<file path="src/rtl/pipe_hazard_ctrl_8085.sv">
// Pipeline hazard controller for an 8085-style pipeline: register/flag scoreboard
// for data hazards plus a small FSM that stalls decode around jumps.
module pipe_hazard_ctrl_8085 #(
  parameter int unsigned MAX_INFLIGHT = 3,
  parameter int unsigned JUMP_PENALTY = 2
) (
  input  logic       clk,
  input  logic       rst,
  input  logic       id_valid,
  input  logic [7:0] id_src_mask,
  input  logic [2:0] id_dst,
  input  logic       id_dst_en,
  input  logic       id_wr_flags,
  input  logic       id_is_jump,
  input  logic       id_is_cond,
  input  logic       ex_br_resolved,
  input  logic       ex_br_taken,
  input  logic       wb_valid,
  input  logic [2:0] wb_dst,
  input  logic       wb_dst_en,
  input  logic       wb_flags,
  output logic       stall,
  output logic       stall_jump,
  output logic       flush,
  output logic       sb_err,
  output logic [7:0] jump_stall_cnt
);

  typedef enum logic [1:0] {RUN, PENALTY, RESOLVE} jstate_e;

  jstate_e          state_q, state_d;
  logic [2:0]       pcnt_q, pcnt_d;
  logic             flush_q, flush_d;
  logic [7:0]       jcnt_q, jcnt_d;
  logic [7:0][1:0]  pend_q, pend_d;
  logic             err_q, err_d;
  logic [7:0]       busy, inc, dec;
  logic             raw_stall, sat_stall, issue;

  always_comb begin
    busy = '0;
    for (int unsigned i = 0; i < 8; i++) busy[i] = |pend_q[i];
  end

  // Hazard checks look only at registered pending counts, so a retiring
  // writeback releases its consumer one cycle later.
  assign raw_stall  = id_valid & |(id_src_mask & busy);
  assign sat_stall  = id_valid & ((id_dst_en & (pend_q[id_dst] == 2'(MAX_INFLIGHT))) |
                                  (id_wr_flags & (pend_q[7] == 2'(MAX_INFLIGHT))));
  assign stall_jump = (state_q != RUN);
  assign stall      = raw_stall | sat_stall | stall_jump;
  assign issue      = id_valid & ~stall;

  always_comb begin
    inc = '0;
    dec = '0;
    for (int unsigned i = 0; i < 8; i++) begin
      inc[i] = (issue & id_dst_en & (id_dst == i[2:0])) | (issue & id_wr_flags & (i == 7));
      dec[i] = (wb_valid & wb_dst_en & (wb_dst == i[2:0])) | (wb_valid & wb_flags & (i == 7));
    end
  end

  always_comb begin
    pend_d = pend_q;
    err_d  = err_q;
    for (int unsigned i = 0; i < 8; i++) begin
      if (inc[i] & ~dec[i]) begin
        pend_d[i] = pend_q[i] + 2'd1;
      end else if (dec[i] & ~inc[i]) begin
        if (pend_q[i] == 2'd0) err_d = 1'b1;
        else                   pend_d[i] = pend_q[i] - 2'd1;
      end
    end
  end

  always_comb begin
    state_d = state_q;
    pcnt_d  = pcnt_q;
    flush_d = 1'b0;
    jcnt_d  = stall_jump ? jcnt_q + 8'd1 : jcnt_q;
    case (state_q)
      RUN: begin
        if (issue & id_is_jump) begin
          if (id_is_cond) begin
            state_d = RESOLVE;
          end else begin
            state_d = PENALTY;
            pcnt_d  = 3'(JUMP_PENALTY);
          end
        end
      end
      PENALTY: begin
        pcnt_d = pcnt_q - 3'd1;
        if (pcnt_q <= 3'd1) begin
          state_d = RUN;
          pcnt_d  = '0;
        end
      end
      RESOLVE: begin
        if (ex_br_resolved) begin
          state_d = RUN;
          flush_d = ex_br_taken;
        end
      end
      default: state_d = RUN;
    endcase
  end

  always_ff @(posedge clk or posedge rst) begin
    if (rst) begin
      state_q <= RUN;
      pcnt_q  <= '0;
      flush_q <= 1'b0;
      jcnt_q  <= '0;
      pend_q  <= '0;
      err_q   <= 1'b0;
    end else begin
      state_q <= state_d;
      pcnt_q  <= pcnt_d;
      flush_q <= flush_d;
      jcnt_q  <= jcnt_d;
      pend_q  <= pend_d;
      err_q   <= err_d;
    end
  end

  assign flush          = flush_q;
  assign sb_err         = err_q;
  assign jump_stall_cnt = jcnt_q;

endmodule

</file>
<file path="config.mk">
export PLATFORM = sky130hd
export DESIGN_NAME = pipe_hazard_ctrl_8085
export DESIGN_NICKNAME = d
export VERILOG_FILES = /design/src/rtl/pipe_hazard_ctrl_8085.sv
export SDC_FILE = /design/constraint.sdc
export NUM_CORES = 1
export LEC_CHECK = 0
export BUFFER_PORTS_ARGS = -buffer_cell sky130_fd_sc_hd__clkbuf_2
export CAP_MARGIN = 20
export CORE_AREA = 2 2 58 87
export DETAILED_ROUTE_END_ITERATION = 7
export DIE_AREA = 0 0 60 89
export GPL_TIMING_DRIVEN = 0
export HOLD_SLACK_MARGIN = 0.05
export PLACE_DENSITY = 0.73
export SETUP_SLACK_MARGIN = 0.4
export SYNTH_ARGS = -nofsm -noshare
export SYNTH_HDL_FRONTEND = slang
export SYNTH_SLANG_ARGS = --single-unit
</file>
<file path="constraint.sdc">
create_clock -name clk -period 2.6 [get_ports clk]
set_clock_uncertainty 0.1 [all_clocks]
set_input_delay 0.52 -clock clk [delete_from_list [all_inputs] [get_ports clk]]
set_output_delay 0.52 -clock clk [all_outputs]
set_load 0.05 [all_outputs]
</file>
==> impl_metrics.prom <==
# TYPE chip_impl_metric gauge
chip_impl_metric{name="placed_cell_area",unit="sq mm"} 0.002556
chip_impl_metric{name="r2r.worst_path.cells",unit=""} 11
chip_impl_metric{name="synth_nets",unit=""} 314
chip_impl_metric{name="worst_skew_pair.late_latency",unit="ps"} 290
chip_impl_info{name="cts_tree",value="done"} 1
chip_impl_metric{name="clockPowerShare",unit="%"} 22.9
chip_impl_metric{name="placement.io_buffers",unit=""} 36
chip_impl_metric{name="global_route_wire_length_before_repair",unit="um"} 11110
chip_impl_metric{name="maxSlewHeadroom",unit="%"} 52.00
chip_impl_metric{name="synthXorXnorAreaFrac",unit="%"} 2.740
chip_impl_info{name="crit_path_end_kind",value="register"} 1
chip_impl_metric{name="hold_viol_final",unit=""} 0
chip_impl_metric{name="pin_count",unit=""} 38
chip_impl_metric{name="synthArstFlopShare",unit="%"} 100.0
chip_impl_metric{name="timing.final.crit_share",unit="%"} 114.0
chip_impl_metric{name="comb_power_share",unit="%"} 46.4
chip_impl_metric{name="timing.final.setup_violations",unit=""} 13
chip_impl_metric{name="fmax",unit="MHz"} 337.3
chip_impl_info{name="worst_r2r_startpoint",value="pend_q[8]$_DFFE_PP0P_"} 1
chip_impl_metric{name="mappedNetlistArea",unit="sq mm"} 0.002237
chip_impl_metric{name="avgRoutedWirePerCell",unit="um"} 17.60
chip_impl_metric{name="vias_after_detailed_routing",unit=""} 2482
chip_impl_info{name="cts_root_buffer",value="clkbuf_8"} 1
chip_impl_metric{name="power.internal",unit="mW"} 1.330
chip_impl_metric{name="htreeDepth",unit=""} 2
chip_impl_metric{name="rrSetupSlack",unit="ps"} -370
chip_impl_metric{name="global_route_overflow",unit=""} 0
chip_impl_metric{name="post_synth_mux_area_share",unit="%"} 1.510
chip_impl_metric{name="design.die.area",unit="sq mm"} 0.005340
chip_impl_metric{name="synthesized_area_fraction_occupied_by_ao_oa_aoi_and_oai_cells",unit="%"} 15.44
chip_impl_info{name="dominantRegCellSynth",value="dfrtp_1"} 1
chip_impl_metric{name="stdcell_area",unit="sq mm"} 0.003538
chip_impl_metric{name="cp_data_arrival_time",unit="ps"} 3020
chip_impl_metric{name="floorplan.initialDensity",unit="%"} 49.26
chip_impl_metric{name="finalNetCount",unit=""} 411
chip_impl_metric{name="drtPass1Iterations",unit=""} 4
chip_impl_metric{name="drt_iter0_markers",unit=""} 177
chip_impl_metric{name="avgSynthCellArea",unit="sq um"} 8.286
chip_impl_metric{name="syn_to_final_growth",unit="%"} 58.17
chip_impl_metric{name="p_sw",unit="uW"} 868.6
chip_impl_metric{name="stdcell_count",unit=""} 432
chip_impl_info{name="status",value="complete, but fails checks"} 1
chip_impl_metric{name="synth_area_in_adders",unit="%"} 10.07
chip_impl_metric{name="critical_path_required",unit="ps"} 2650
chip_impl_metric{name="layout-drive-gt1-share",unit="%"} 47.55
chip_impl_metric{name="initial_antenna_violation_count",unit=""} 0
chip_impl_metric{name="peakVddDrop",unit="uV"} 383.3
chip_impl_metric{name="post_synth_num_cell_types",unit=""} 43
chip_impl_metric{name="first_global_vias",unit=""} 2422
chip_impl_metric{name="sequentialPowerShare",unit="%"} 30.7
chip_impl_metric{name="post-route-worst-setup-slack",unit="ps"} -365.0
chip_impl_metric{name="wl",unit="um"} 7602
chip_impl_metric{name="p_leak",unit="nW"} 1.687
chip_impl_metric{name="die-height",unit="um"} 89
chip_impl_metric{name="cts_inserted_buffers",unit=""} 5
chip_impl_metric{name="area_share_of_the_largest_cell_type_after_synthesis",unit="%"} 34.68
chip_impl_info{name="critical_path_source",value="pend_q[8]$_DFFE_PP0P_"} 1
chip_impl_metric{name="finalMaxSlewViolations",unit=""} 0
chip_impl_metric{name="rows",unit=""} 30
chip_impl_info{name="critPathLaunchType",value="register"} 1
chip_impl_metric{name="p_sw_share",unit="%"} 39.50
chip_impl_info{name="grt_setup_unrepaired",value="yes"} 1
chip_impl_metric{name="cts_max_path_buffers",unit=""} 2
chip_impl_metric{name="synth-edff-count",unit=""} 0
chip_impl_info{name="hold_path.class",value="input pin to async pin"} 1
chip_impl_metric{name="synthesis.yosys.warnings",unit=""} 0
chip_impl_info{name="synth.area.top_cells",value="dfrtp_1 (35%), ha_1 (10%), o21ai_0 (7.2%)"} 1
chip_impl_info{name="worstSetupPathType",value="register to register"} 1
chip_impl_metric{name="gp_congestion",unit=""} 0.8382
chip_impl_metric{name="post_synth_inst_count",unit=""} 270
chip_impl_metric{name="core-area",unit="sq mm"} 0.004542
chip_impl_metric{name="post-place-cells",unit=""} 371
chip_impl_metric{name="detail_route.vias_per_cell",unit=""} 5.745
chip_impl_metric{name="pin_count_of_the_biggest_net_entering_global_routing",unit=""} 18
chip_impl_metric{name="ys_ff_latch",unit=""} 31
chip_impl_metric{name="worstMarginPinSlew",unit="ps"} 719.2
chip_impl_info{name="synth_top_cell_by_area",value="dfrtp_1"} 1
chip_impl_metric{name="drcViolationCount",unit=""} 0
chip_impl_info{name="failed_checks",value="setup timing"} 1
chip_impl_metric{name="crit_path_max_fanout",unit=""} 7
chip_impl_metric{name="remaining_antenna_violation_count",unit=""} 0
chip_impl_metric{name="num_antenna_cells",unit=""} 0
chip_impl_metric{name="yosysSeqAreaShare",unit="%"} 34.68
chip_impl_metric{name="gr_usage_total",unit="%"} 27.47
chip_impl_info{name="largest_family_of_logic_cells_by_synthesized_area",value="simple AND/OR/NAND/NOR gates"} 1
chip_impl_metric{name="synth-simple-area-share",unit="%"} 31.15
chip_impl_metric{name="holdBufCountCts",unit=""} 0
chip_impl_metric{name="hpwlAfterDp",unit="um"} 4042
chip_impl_metric{name="post-place-ws",unit="ps"} -418.1
chip_impl_info{name="r2r_end",value="sb_err$_DFF_PP0_"} 1
chip_impl_metric{name="powerDensity",unit="mW/mm^2"} 621.4
chip_impl_metric{name="clock_sink_total",unit=""} 31
chip_impl_metric{name="final.min_clock_period",unit="ps"} 2965
chip_impl_metric{name="utilization",unit="%"} 77.91
chip_impl_metric{name="finalHoldWorstSlack",unit="ps"} 222.1
chip_impl_metric{name="cts.clk_slew.worst_paths",unit="ps"} 70
chip_impl_metric{name="fp.dieW",unit="um"} 60
chip_impl_metric{name="max_cap_violations",unit=""} 0
==> worst max-delay path, cell delays in order, from the launching register on <==
cell and delay, ps:
dfrtp_2 480, o21ai_1 250, nand2_1 170, nor3_4 220, buf_4 140, buf_6 90, nand3b_1 150, or3_4 380
ha_4 160, nor4b_1 160, a311oi_1 400, nand3_1 130
==> sequential cells by signal, summed over array words and instances, names as in the netlist <==
register	flops
jump_stall_cnt	8
sb_err	1
state_q	2
pend_q	16
pcnt_q	3
flush	1
==> cells in the mapped netlist, types with 2 or more instances <==
| cell | instances |
|---|---|
| nor2b_1 | 17 |
| ha_1 | 18 |
| inv_1 | 22 |
| nor2_1 | 16 |
| dfrtp_1 | 31 |
| o41ai_1 | 2 |
| or3_1 | 5 |
| nor4_1 | 2 |
| nor3_1 | 8 |
| xor2_1 | 2 |
| nand4_1 | 4 |
| nor4b_1 | 6 |
| o21ai_0 | 32 |
| nand3_1 | 10 |
| xnor2_1 | 5 |
| a31oi_1 | 2 |
| o211ai_1 | 2 |
| nor3b_1 | 8 |
| a21oi_1 | 6 |
| and3_1 | 5 |
| nand2_1 | 42 |
| a21o_1 | 4 |
==> what timing repair did <==
item / in CTS / in global routing
buffers inserted: 35 / 18
pin swaps: 27 / 34
endpoints found under the hold margin: 0 / 0
endpoints found under the setup margin: 22 / 23
gates cloned: 0 / 0
resized for setup: 78 / 40
==> power groups by stage <==
stage          Sequential [mW]  Combinational (mW)  Clock (mW)
4_1_cts                  0.668               0.870       0.510
2_1_floorplan            0.796               0.378           0
6_report                 0.676                1.02       0.503
3_5_place_dp             0.676               0.663           0
5_1_grt                  0.688                1.09       0.539
3_3_place_gp             0.672               0.646           0
==> stage by stage <==
| stage | power [mW] | setup TNS, ps |
|---|---|---|
| floorplan | 1.174 | -343.8 |
| global placement | 1.319 | -1756 |
| detailed placement | 1.339 | -2244 |
| CTS | 2.047 | -510.8 |
| global route | 2.313 | -2325 |
| finish | 2.199 | -1525 |
==> area by class of cell <==
| type | instances | area [sq um] |
|---|---|---|
| multi-input combinational | 215 | 1783 |
| timing repair buffer | 90 | 655.6 |
| clock buffer | 6 | 82.58 |
| clock inverter | 2 | 35.03 |
| inverter | 22 | 86.33 |
| sequential | 31 | 789.5 |
| buffer | 2 | 26.28 |
| fill | 274 | 1003 |
| tap | 64 | 80.08 |
==> worst max-delay path by stage <==
stage,slack (ps),to,cells after the start
floorplan,-150,pend_q[15]$_DFFE_PP0P_,11
global placement,-400,sb_err$_DFF_PP0_,10
detailed placement,-420,sb_err$_DFF_PP0_,10
CTS,-190,stall,7
global route,-410,sb_err$_DFF_PP0_,11
finish,-370,sb_err$_DFF_PP0_,11
==> kinds of logic (layout without fill, tap and decap cells) <==
kind of cell / Yosys count / count (layout)
simple gates: 131 / 131
compound gates: 57 / 57
flops: 31 / 31
buf+inv: 24 / 122
fa+ha+maj: 18 / 18
xor+xnor: 7 / 7
mux: 2 / 2
==> layer usage <==
metal / vias up / track usage, % / share of wire (%)
li1: 1153 / - / -
met1: 1195 / 30.64 / 39
met2: 104 / 47.33 / 53
met3: 30 / 4.342 / 4.0
met4: 0 / 17.58 / 4.8
met5: - / 0 / 0
==> placed cells by master, fill, tap and decap left out, drive strengths merged, types with 2 or more instances in the layout <==
cell	count
xnor2	5
and3	6
or3	5
nor4	2
ha	18
nor4b	6
o41ai	2
a21o	4
o21ai	32
nor2b	17
o211ai	2
dfrtp	31
a31oi	2
xor2	2
inv	21
nor2	16
buf	57
nand4	4
nor3	9
nor3b	8
a21oi	6
nand3	10
nand2	42
clkbuf	41
(Power assumes the default switching activity.)
